$ cat config.mk
export PLATFORM = sky130hd
export DESIGN_NAME = ball_contact_engine
export DESIGN_NICKNAME = d
export VERILOG_FILES = /design/src/rtl/ball_phys_pkg.sv /design/src/rtl/player_contact_unit.sv /design/src/rtl/ball_contact_engine.sv
export SDC_FILE = /design/constraint.sdc
export NUM_CORES = 1
export LEC_CHECK = 0
export BUFFER_PORTS_ARGS = -buffer_cell sky130_fd_sc_hd__buf_2
export CAP_MARGIN = 20
export CORE_MARGIN = 5
export CORE_UTILIZATION = 60
export DETAILED_ROUTE_END_ITERATION = 10
export PLACE_DENSITY = 0.81
export RECOVER_POWER = 100
export SKIP_LAST_GASP = 1
export SLEW_MARGIN = 15
export SYNTH_ARGS = -nofsm -noshare
export SYNTH_HDL_FRONTEND = slang
export SYNTH_HIERARCHICAL = 1
export SYNTH_SLANG_ARGS = --single-unit
$ cat constraint.sdc
create_clock -name frame_clk -period 13.6 [get_ports frame_clk]
set_input_delay 0 -clock frame_clk [delete_from_list [all_inputs] [get_ports frame_clk]]
set_output_delay 0 -clock frame_clk [all_outputs]
set_load 0.005 [all_outputs]
$ cat src/rtl/ball_phys_pkg.sv
// Shared types and helpers for the ball contact engine.
// The optional kick-charge feature is controlled by the KICK_CHARGE_EN macro.
package ball_phys_pkg;

  typedef enum logic [1:0] {
    IDLE     = 2'd0,
    CONTACT  = 2'd1,
    COOLDOWN = 2'd2
  } contact_state_t;

  typedef enum logic [1:0] {
    LEFT   = 2'd0,
    RIGHT  = 2'd1,
    TOP    = 2'd2,
    BOTTOM = 2'd3
  } hit_dir_t;

  localparam int KICK_VX_DEFAULT    = 10;
  localparam int KICK_VY_DEFAULT    = -14;
  localparam int CHARGE_MAX_DEFAULT = 6;
  localparam int COOLDOWN_DEFAULT   = 4;

  // Clamp a signed value into the range of a w-bit two's complement number.
  function automatic logic signed [31:0] sat_signed(input logic signed [31:0] v,
                                                    input int w);
    logic signed [31:0] hi;
    logic signed [31:0] lo;
    hi = (32'sd1 <<< (w - 1)) - 32'sd1;
    lo = -(32'sd1 <<< (w - 1));
    if (v > hi) return hi;
    else if (v < lo) return lo;
    else return v;
  endfunction

endpackage

$ cat src/rtl/player_contact_unit.sv
// One player channel: box-vs-ball overlap, contact FSM with re-hit cooldown,
// kick edge detection, optional kick charge (KICK_CHARGE_EN) and the impulse
// this player contributes in the current frame.
module player_contact_unit import ball_phys_pkg::*; #(
  parameter int W               = 10,
  parameter int COOLDOWN_FRAMES = COOLDOWN_DEFAULT,
  parameter int KICK_VX         = KICK_VX_DEFAULT,
  parameter int KICK_VY         = KICK_VY_DEFAULT
`ifdef KICK_CHARGE_EN
  , parameter int CHARGE_MAX    = CHARGE_MAX_DEFAULT
`endif
) (
  input  logic                frame_clk,
  input  logic                reset_n,
  input  logic [W-1:0]        p_x,
  input  logic [W-1:0]        p_y,
  input  logic [W-1:0]        p_w,
  input  logic [W-1:0]        p_h,
  input  logic [W-1:0]        p_vel_x,
  input  logic [W-1:0]        p_vel_y,
  input  logic                p_kicking,
  input  logic                p_facing_left,
  input  logic [W-1:0]        ball_x,
  input  logic [W-1:0]        ball_y,
  input  logic [W-1:0]        ball_r,
  input  logic [W-1:0]        ball_vel_x,
  input  logic [W-1:0]        ball_vel_y,
  output logic                fire,
  output logic signed [W+2:0] imp_x,
  output logic signed [W+2:0] imp_y,
  output contact_state_t      state_dbg
);

  localparam int TW = W + 3;
  // Right/bottom bounds add three W-bit terms, so two guard bits keep them exact.
  localparam int XW = W + 2;
  localparam int CW = (COOLDOWN_FRAMES > 1) ? $clog2(COOLDOWN_FRAMES) : 1;

  contact_state_t    state, state_nxt;
  logic [CW-1:0]     cnt, cnt_nxt;
  logic              kick_fired, kick_fired_nxt;
  logic              kick_prev;
  logic              kick_start;
  logic              overlap;
  hit_dir_t          hit_dir;
  logic [XW-1:0]     cx, cy;
  logic signed [TW-1:0] pvx, pvy, bvx, bvy;
  logic signed [TW-1:0] kick_mag, kick_vy_t;
  logic signed [TW-1:0] push_fx, push_fy, kick_fx, kick_fy;

  assign pvx = {{3{p_vel_x[W-1]}}, p_vel_x};
  assign pvy = {{3{p_vel_y[W-1]}}, p_vel_y};
  assign bvx = {{3{ball_vel_x[W-1]}}, ball_vel_x};
  assign bvy = {{3{ball_vel_y[W-1]}}, ball_vel_y};

  assign overlap = (XW'(ball_x) + XW'(ball_r) > XW'(p_x)) &&
                   (XW'(ball_x) < XW'(p_x) + XW'(p_w) + XW'(ball_r)) &&
                   (XW'(ball_y) + XW'(ball_r) > XW'(p_y)) &&
                   (XW'(ball_y) < XW'(p_y) + XW'(p_h) + XW'(ball_r));

  assign kick_start = p_kicking & ~kick_prev;
  assign cx = XW'(p_x) + XW'(p_w >> 1);
  assign cy = XW'(p_y) + XW'(p_h >> 1);

`ifdef KICK_CHARGE_EN
  localparam int CHW = $clog2(CHARGE_MAX + 2);
  logic [CHW-1:0]       charge;
  logic signed [TW-1:0] charge_ext;

  assign charge_ext = signed'({{(TW - CHW){1'b0}}, charge});
  assign kick_mag   = TW'(KICK_VX) + charge_ext;
  assign kick_vy_t  = TW'(KICK_VY) - (charge_ext >>> 1);

  // Charge builds while the button is held away from contact; a kick spends it.
  always_ff @(posedge frame_clk or negedge reset_n) begin
    if (!reset_n) begin
      charge <= '0;
    end else if (!p_kicking || fire) begin
      charge <= '0;
    end else if (state != CONTACT && charge < CHW'(CHARGE_MAX)) begin
      charge <= charge + 1'b1;
    end
  end
`else
  assign kick_mag  = TW'(KICK_VX);
  assign kick_vy_t = TW'(KICK_VY);
`endif

  // Classify which face of the box the ball struck, in priority order.
  always_comb begin
    hit_dir = BOTTOM;
    if (XW'(ball_x) < cx && bvx > 0)        hit_dir = LEFT;
    else if (XW'(ball_x) >= cx && bvx < 0)  hit_dir = RIGHT;
    else if (XW'(ball_y) < cy)              hit_dir = TOP;
    else                                    hit_dir = BOTTOM;
  end

  // Candidate impulses for a plain push and for a kick.
  always_comb begin
    push_fx = pvx <<< 1;
    push_fy = TW'(-6);
    case (hit_dir)
      LEFT, RIGHT: begin
        push_fx = (pvx <<< 1) - (bvx <<< 1);
        push_fy = (pvy < 0) ? (pvy - TW'(5)) : TW'(-6);
      end
      default: begin
        push_fx = pvx <<< 1;
        push_fy = pvy - (bvy <<< 1);
      end
    endcase
    kick_fx = (p_facing_left ? -kick_mag : kick_mag) - bvx + pvx;
    kick_fy = kick_vy_t - bvy;
  end

  // Contact FSM: next state, cooldown count, kick latch and fire strobe.
  always_comb begin
    state_nxt      = state;
    cnt_nxt        = cnt;
    kick_fired_nxt = kick_fired;
    fire           = 1'b0;
    case (state)
      IDLE: begin
        if (overlap) begin
          state_nxt      = CONTACT;
          fire           = 1'b1;
          kick_fired_nxt = p_kicking;
        end
      end
      CONTACT: begin
        if (kick_start && !kick_fired) begin
          fire           = 1'b1;
          kick_fired_nxt = 1'b1;
        end
        if (!overlap) begin
          state_nxt      = COOLDOWN;
          cnt_nxt        = CW'(COOLDOWN_FRAMES - 1);
          kick_fired_nxt = 1'b0;
        end
      end
      COOLDOWN: begin
        if (overlap) begin
          state_nxt = CONTACT;
          if (kick_start) begin
            fire           = 1'b1;
            kick_fired_nxt = 1'b1;
          end
        end else if (cnt == '0) begin
          state_nxt = IDLE;
        end else begin
          cnt_nxt = cnt - 1'b1;
        end
      end
      default: state_nxt = IDLE;
    endcase
  end

  // Player impulse: a kick whenever the button is down at fire time.
  always_comb begin
    imp_x = '0;
    imp_y = '0;
    if (fire) begin
      imp_x = p_kicking ? kick_fx : push_fx;
      imp_y = p_kicking ? kick_fy : push_fy;
    end
  end

  // FSM state, cooldown counter, kick latch and previous kick level.
  always_ff @(posedge frame_clk or negedge reset_n) begin
    if (!reset_n) begin
      state      <= IDLE;
      cnt        <= '0;
      kick_fired <= 1'b0;
      kick_prev  <= 1'b0;
    end else begin
      state      <= state_nxt;
      cnt        <= cnt_nxt;
      kick_fired <= kick_fired_nxt;
      kick_prev  <= p_kicking;
    end
  end

  assign state_dbg = state;

endmodule

$ cat src/rtl/ball_contact_engine.sv
// N-player ball contact engine: per-player contact units, impulse sum,
// saturation and a registered one-frame force strobe.
// Optional kick charge is enabled by defining KICK_CHARGE_EN.
//
// Handshake: there is no back-pressure. force_valid is a one-frame strobe;
// force_x/force_y/force_src are meaningful only while force_valid is high
// and are zero otherwise. Inputs sampled at frame edge k appear after edge k.
module ball_contact_engine import ball_phys_pkg::*; #(
  parameter int N_PLAYERS       = 2,
  parameter int W               = 10,
  parameter int COOLDOWN_FRAMES = COOLDOWN_DEFAULT,
  parameter int KICK_VX         = KICK_VX_DEFAULT,
  parameter int KICK_VY         = KICK_VY_DEFAULT
`ifdef KICK_CHARGE_EN
  , parameter int CHARGE_MAX    = CHARGE_MAX_DEFAULT
`endif
) (
  input  logic                            frame_clk,
  input  logic                            reset_n,
  input  logic [N_PLAYERS-1:0][W-1:0]     p_x,
  input  logic [N_PLAYERS-1:0][W-1:0]     p_y,
  input  logic [N_PLAYERS-1:0][W-1:0]     p_w,
  input  logic [N_PLAYERS-1:0][W-1:0]     p_h,
  input  logic [N_PLAYERS-1:0][W-1:0]     p_vel_x,
  input  logic [N_PLAYERS-1:0][W-1:0]     p_vel_y,
  input  logic [N_PLAYERS-1:0]            p_kicking,
  input  logic [N_PLAYERS-1:0]            p_facing_left,
  input  logic [W-1:0]                    ball_x,
  input  logic [W-1:0]                    ball_y,
  input  logic [W-1:0]                    ball_r,
  input  logic [W-1:0]                    ball_vel_x,
  input  logic [W-1:0]                    ball_vel_y,
  output logic                            force_valid,
  output logic signed [W-1:0]             force_x,
  output logic signed [W-1:0]             force_y,
  output logic [N_PLAYERS-1:0]            force_src,
  output logic [N_PLAYERS-1:0][1:0]       dbg_state
);

  localparam int TW = W + 3;
  localparam int SW = TW + $clog2(N_PLAYERS);

  logic [N_PLAYERS-1:0]  fire;
  logic signed [TW-1:0]  imp_x [N_PLAYERS];
  logic signed [TW-1:0]  imp_y [N_PLAYERS];
  logic signed [SW-1:0]  sum_x, sum_y;
  logic signed [31:0]    sat_x, sat_y;

  for (genvar i = 0; i < N_PLAYERS; i++) begin : g_player
    contact_state_t st;

    player_contact_unit #(
      .W               (W),
      .COOLDOWN_FRAMES (COOLDOWN_FRAMES),
      .KICK_VX         (KICK_VX),
      .KICK_VY         (KICK_VY)
`ifdef KICK_CHARGE_EN
      , .CHARGE_MAX    (CHARGE_MAX)
`endif
    ) u_pcu (
      .frame_clk     (frame_clk),
      .reset_n       (reset_n),
      .p_x           (p_x[i]),
      .p_y           (p_y[i]),
      .p_w           (p_w[i]),
      .p_h           (p_h[i]),
      .p_vel_x       (p_vel_x[i]),
      .p_vel_y       (p_vel_y[i]),
      .p_kicking     (p_kicking[i]),
      .p_facing_left (p_facing_left[i]),
      .ball_x        (ball_x),
      .ball_y        (ball_y),
      .ball_r        (ball_r),
      .ball_vel_x    (ball_vel_x),
      .ball_vel_y    (ball_vel_y),
      .fire          (fire[i]),
      .imp_x         (imp_x[i]),
      .imp_y         (imp_y[i]),
      .state_dbg     (st)
    );

    assign dbg_state[i] = st;
  end

  // Sum the impulses of every player firing this frame, then saturate.
  always_comb begin
    sum_x = '0;
    sum_y = '0;
    for (int i = 0; i < N_PLAYERS; i++) begin
      if (fire[i]) begin
        sum_x = sum_x + SW'(imp_x[i]);
        sum_y = sum_y + SW'(imp_y[i]);
      end
    end
    sat_x = sat_signed(32'(sum_x), W);
    sat_y = sat_signed(32'(sum_y), W);
  end

  // Output register: one strobe per frame, zeros when nobody fired.
  always_ff @(posedge frame_clk or negedge reset_n) begin
    if (!reset_n) begin
      force_valid <= 1'b0;
      force_x     <= '0;
      force_y     <= '0;
      force_src   <= '0;
    end else begin
      force_valid <= |fire;
      force_src   <= fire;
      force_x     <= (|fire) ? W'(sat_x) : '0;
      force_y     <= (|fire) ? W'(sat_y) : '0;
    end
  end

endmodule

== After elaboration in Yosys (flattened, before gate mapping) ==
Index checks and enable logic that the tools add are counted.
Operators by class
  bitwise operators: 4
  add/sub/neg operators: 29
  reduce and logical (&&, ||, !) cells: 33
  multiplexer cells: 70
  magnitude comparators: 22
  equal/unequal tests: 22
Operator list (count)
  13-bit two-way mux: 14
  10-bit by 12-bit less-than comparator with 1-bit output: 8
  10-bit by 10-bit adder with 11-bit output: 6
  10-bit two-way mux: 6
  14-bit two-way mux: 4
  12-bit by 10-bit adder with 12-bit output: 4
  12-bit by 10-bit greater-than comparator with 1-bit output: 4
  10-bit by 9-bit adder with 11-bit output: 4
  2-bit two-way mux: 18
  10-bit by 1-bit less-than comparator with 1-bit output (second input constant): 3
  14-bit by 13-bit adder with 14-bit output: 2
  14-bit by 10-bit greater-than comparator with 1-bit output (second input constant): 2
  14-bit by 10-bit less-than comparator with 1-bit output (second input constant): 2
  13-bit by 10-bit adder with 13-bit output: 2
  13-bit by 10-bit subtractor with 13-bit output: 2
  10-bit by 12-bit greater-or-equal comparator with 1-bit output: 2
  10-bit by 11-bit subtractor with 12-bit output: 2
  11-bit by 11-bit subtractor with 12-bit output: 2
  10-bit by 4-bit subtractor with 11-bit output (second input constant): 2
  1-bit two-way mux: 20
  1-bit logical AND: 12
  2-bit zero test: 6
  2-bit by 1-bit != test with 1-bit output (second input constant): 6
  2-bit != test (second input constant): 6
  19 further kinds: 41
Word-level totals
  logic and storage cells: 192
  register bits after elaboration: 35
  input bits: 176

== Depth between registers and ports, before layout ==
  depth after elaboration: 16
  depth in mapped cells: 39
  gate-level depth less buffers: 33

== Cells and area by module ==
Netlist, hierarchy kept.
By module, submodules not included
  player_contact_unit at g_player[1].u_pcu: sequential area each 150.1 µm², instances 1, area an instance 6309.8 µm², cells an instance 795
  player_contact_unit at g_player[0].u_pcu: sequential area each 150.1 µm², instances 1, area an instance 6132.1 µm², cells an instance 794
  ball_contact_engine: sequential area each 575.6 µm², instances 1, area an instance 2824.0 µm², cells an instance 365

== Worst setup path after synthesis ==
No wires, ideal clock.
  path kind: input -> register
  from: in p_y[1] (netlist name)
  to: reg force_x[0]
  buffers on the path: 7
  arrival time: 7.558 ns
  stages on the path: 34
  required time: 13.462 ns
  path slack: 5.904 ns
  cells stage by stage: fa_1 ha_1 fa_1 a211oi_1 o21bai_1 a21oi_1 xnor2_1 ha_1 nand4_1 or3_1 a311o_1 o2111ai_1 a21o_1 buf_2 inv_1 buf_4 buf_6 buf_2 clkbuf_1 clkbuf_1 clkbuf_1 and2_1 ha_1 fa_1 maj3_2 nor2b_4 o311ai_4 a21o_1 nand3_2 maj3_2 a41o_1 a311o_2 o31ai_4 o21ai_1
Between the ends
  elaborated cells on any way between the ends: 28
RTL lines
  start, declared: RTL line ball_contact_engine.sv:21  | input logic [N_PLAYERS-1:0][W-1:0] p_y,
  10-bit by 10-bit adder with 11-bit output: RTL line player_contact_unit.sv:59  | (XW'(ball_y) < XW'(p_y) + XW'(p_h) + XW'(ball_r));
  12-bit by 10-bit adder with 12-bit output: RTL line player_contact_unit.sv:59
  10-bit by 12-bit less-than comparator with 1-bit output: RTL line player_contact_unit.sv:59
  1-bit logical AND *: RTL line player_contact_unit.sv:58  | (XW'(ball_y) + XW'(ball_r) > XW'(p_y)) &&
  1-bit two-way mux (on tied branches): RTL line player_contact_unit.sv:142, player_contact_unit.sv:124
  1-bit case mux with 3 select lines *: RTL line player_contact_unit.sv:122  | case (state)
  net fire[0]: RTL line ball_contact_engine.sv:43  | logic [N_PLAYERS-1:0] fire;
  14-bit two-way mux: RTL line ball_contact_engine.sv:90  | if (fire[i]) begin
  14-bit by 13-bit adder with 14-bit output: RTL line ball_contact_engine.sv:91  | sum_x = sum_x + SW'(imp_x[i]);
  14-bit two-way mux: RTL line ball_contact_engine.sv:90
  14-bit by 10-bit less-than comparator with 1-bit output: RTL line ball_phys_pkg.sv:31  | else if (v < lo) return lo;
  10-bit two-way mux: RTL line ball_phys_pkg.sv:31
  10-bit two-way mux: RTL line ball_phys_pkg.sv:30  | if (v > hi) return hi;
  10-bit two-way mux *: RTL line ball_contact_engine.sv:109  | force_x <= (|fire) ? W'(sat_x) : '0;
  end signal, assigned: RTL line ball_contact_engine.sv:109
  end, declared: RTL line ball_contact_engine.sv:34  | output logic signed [W-1:0] force_x,
The timed path passes the listed nets; every way through them passes the cells marked *.
A chain may end at the register's enable or synchronous reset.

==> metrics <==
clk_lat worst skew 270 ps; startpoint types primary input; Peak VDD IR a little over 60 uV; CP Buf/Inv Count 2; syn_area_per_cell 7.81 um^2; post-synthesis cell count around 2000; die area 28700 um^2; failing checks max-capacitance violations, max-slew violations; CP max stage delay 1760 ps; worst reg2reg path startpoint g_player[1].u_pcu/state_dbg[0]; synthesis warning total 6; main flop type after synthesis dfrtp_1; GRT Total Usage 0.298; Post-synth EDFFs 0; routability cong. 0.976; via/cell ratio 6.12; Root Buffer clkbuf_16; Area Growth Syn to Fin 8.51%; layout cells sized above 1 0.111; H-Tree Depth 2; pre-CTS setup slack 5390 ps; count of state elements after synthesis 35; Worst-Margin Slew 2470 ps; CP arrival 10140 ps; internal reg-to-reg setup slack 6260 ps; largest net degree at the start of global routing 57; DRT iter0 DRCs 907; fill cell count 2249; DP HPWL 36700 um; Post-CTS Setup Bufs 0; initial core utilization 0.608; PwrDens 101 nW/um^2; post-route setup slack 3560 ps; Slew Limit Fails 181; global route overflow 0; Ant. Diodes 0; worst setup path class in -> reg; number of remaining DRC errors 0; CP top delay family compound AO/OA/AOI/OAI gates; Synth cell types 104; total power about 1700 uW; antenna-violating nets left 0; Synth Cell Area 15300 um^2; Setup violations, final 0; CP endpoint force_y[2]; reg2reg end force_y[2]; syn_nets 2482; IO buf count 202; status finished, violations left; max_cap viols 4; global-route wire length before repair 72000 um; clock buffer depth 2; First-pass DRT Iterations 5; Worst-path clk slew 50 ps; final wirelength 43600 um; Fin. Hold Viols 0; Max FO, Critical Path 54; CP max-delay cell clkbuf_1; DIE WIDTH 170 um; CTS tree built; vias in the first global route 15100; Final Critical Period 10040 ps; register area share after synthesis 0.0574; initial antenna violation count 0; Setup crit start ball_r[1]; CTS Hold Buffers Added 1; TritonCTS Sinks 35; Top Ports around 200; worst hold margin 536 ps; Levels on crit path 27; CTS buffer count 5; LEAKAGE roughly 0.0081 uW; WP data required 13700 ps; period utilization 0.738; unrepaired setup endpoints after global routing false; Die Y 170 um; skew final 4.00 ps; total negative slack 0 ps; routed len/inst roughly 18 um; Hold Crit Class reg -> reg; nets@finish 2648; core region area roughly 25000 um^2; Gates resized, CTS repair 0; slew margin rel. -0.648; row count 58; Max Fclk 99.6 MHz; via count about 15000; CP Capture Type register; R2R cell count 17; asr flop ratio synth 1.00
## report_power, final
part           switching [uW]  total (uW)  internal (uW)  leakage [uW]
sequential               19.8         164            144      0.000441
clock                    41.1         127           86.2     0.0000838
combinational             821        1370            553       0.00755
total                     882        1670            783       0.00808
## cells by family (layout without fill, tap and decap cells)
group	count (synthesis)	in the layout	synth area share
buffers and inverters	300	467	0.0816
xor gates and xnor gates	164	164	0.0941
AOI/OAI and AO/OA	597	597	0.267
muxes	18	18	0.0120
and+or+nand+nor	479	479	0.157
adders and majority gates	361	361	0.331
DFF	35	35	0.0574
## worst min path at each step
stage                                  end  cells after the start                      from  slack (ps)
2_1_floorplan                 force_src[0]                      0                   reset_n        -300
3_3_place_gp                    force_y[6]                      1                   reset_n          90
3_5_place_dp                    force_y[2]                      1                   reset_n         110
4_1_cts        g_player[0].u_pcu/kick_prev                      1              p_kicking[0]         140
5_1_grt           g_player[1].u_pcu/cnt[0]                      1  g_player[1].u_pcu/cnt[0]         540
6_report          g_player[1].u_pcu/cnt[0]                      1  g_player[1].u_pcu/cnt[0]         540
## metal layers
layer | track usage | routed length [um] | vias up
met5 | 0 | 0 | -
met4 | 0.113 | 1820 | 0
met3 | 0.0261 | 2950 | 114
met2 | 0.514 | 20400 | 569
met1 | 0.388 | 18400 | 6973
li1 | - | - | 7347
## flip-flops by register name (all words and copies together), names as in the netlist
signal / flops
force_x: 10
force_y: 10
g_player.u_pcu/cnt: 4
g_player.u_pcu/state_dbg: 4
force_src: 2
g_player.u_pcu/kick_fired: 2
g_player.u_pcu/kick_prev: 2
force_valid: 1
## layout make-up
class                      count  area, um^2  area share
clock inverter                 3        43.8     0.00264
multi-input combinational   1619       13100       0.793
clock buffer                   5         125     0.00755
timing repair buffer         210        1030      0.0622
inverter                     249         935      0.0564
sequential                    35         876      0.0529
tap                          330         413      0.0249
## through the flow
| step | cell area [um^2] | instances | util |
|---|---|---|---|
| detailed placement | 16500 | 2442 | 0.656 |
| finish | 16600 | 2451 | 0.660 |
| floorplan | 15300 | 1954 | - |
| global route | 16600 | 2451 | 0.660 |
| CTS | 16700 | 2451 | 0.663 |
| global placement | 16500 | 2442 | 0.656 |
## synth_stat cells, types with 6 or more instances
master / n / share of area
ha_1: 278 / 0.23
inv_1: 248 / 0.061
a21oi_1: 136 / 0.045
nor2_1: 125 / 0.031
xnor2_1: 112 / 0.064
nand2_1: 108 / 0.027
o21ai_0: 104 / 0.034
fa_1: 74 / 0.097
xor2_1: 52 / 0.030
a21o_1: 50 / 0.025
nor3_1: 45 / 0.015
a211oi_1: 43 / 0.021
nand3_1: 40 / 0.013
dfrtp_1: 35 / 0.057
nor2b_1: 33 / 0.014
o21bai_1: 31 / 0.015
a31oi_1: 30 / 0.012
and2_1: 28 / 0.011
clkbuf_1: 21 / 0.0052
o21a_1: 21 / 0.010
o211ai_1: 19 / 0.0093
mux2i_1: 16 / 0.010
nand4_1: 16 / 0.0066
a2111oi_0: 15 / 0.0086
nand2b_1: 14 / 0.0057
o21ai_1: 14 / 0.0046
nor4_1: 12 / 0.0049
a21boi_0: 11 / 0.0054
o22ai_1: 11 / 0.0045
or3_1: 10 / 0.0041
buf_2: 8 / 0.0026
or2_2: 8 / 0.0033
buf_6: 7 / 0.0052
maj3_1: 7 / 0.0046
o211a_1: 7 / 0.0046
and3_1: 6 / 0.0025
buf_1: 6 / 0.0015
nand3b_1: 6 / 0.0030
o2111ai_1: 6 / 0.0034
o21ai_2: 6 / 0.0034
## cell usage in the layout, fill, tap and decap left out, drive strengths merged, types with 45 or more instances in the layout
cell type / netlist / layout
fa: 74 / 74
ha: 278 / 278
nor3: 46 / 46
o21ai: 124 / 124
a21oi: 141 / 141
nor2: 128 / 128
inv: 248 / 248
xor2: 52 / 52
a21o: 51 / 51
buf: 24 / 178
nand2: 108 / 108
a211oi: 45 / 45
xnor2: 112 / 112
## worst register-to-register path, delay by kind of cell (launching register included)
kind            cells  cell delay (ps)
flops               1              420
xor+xnor            1              160
buf+inv             2             1880
compound gates     10             3130
fa+ha+maj           1              380
simple gates        2              880
mux                 1              320
Power figures use the tool's default switching activity.
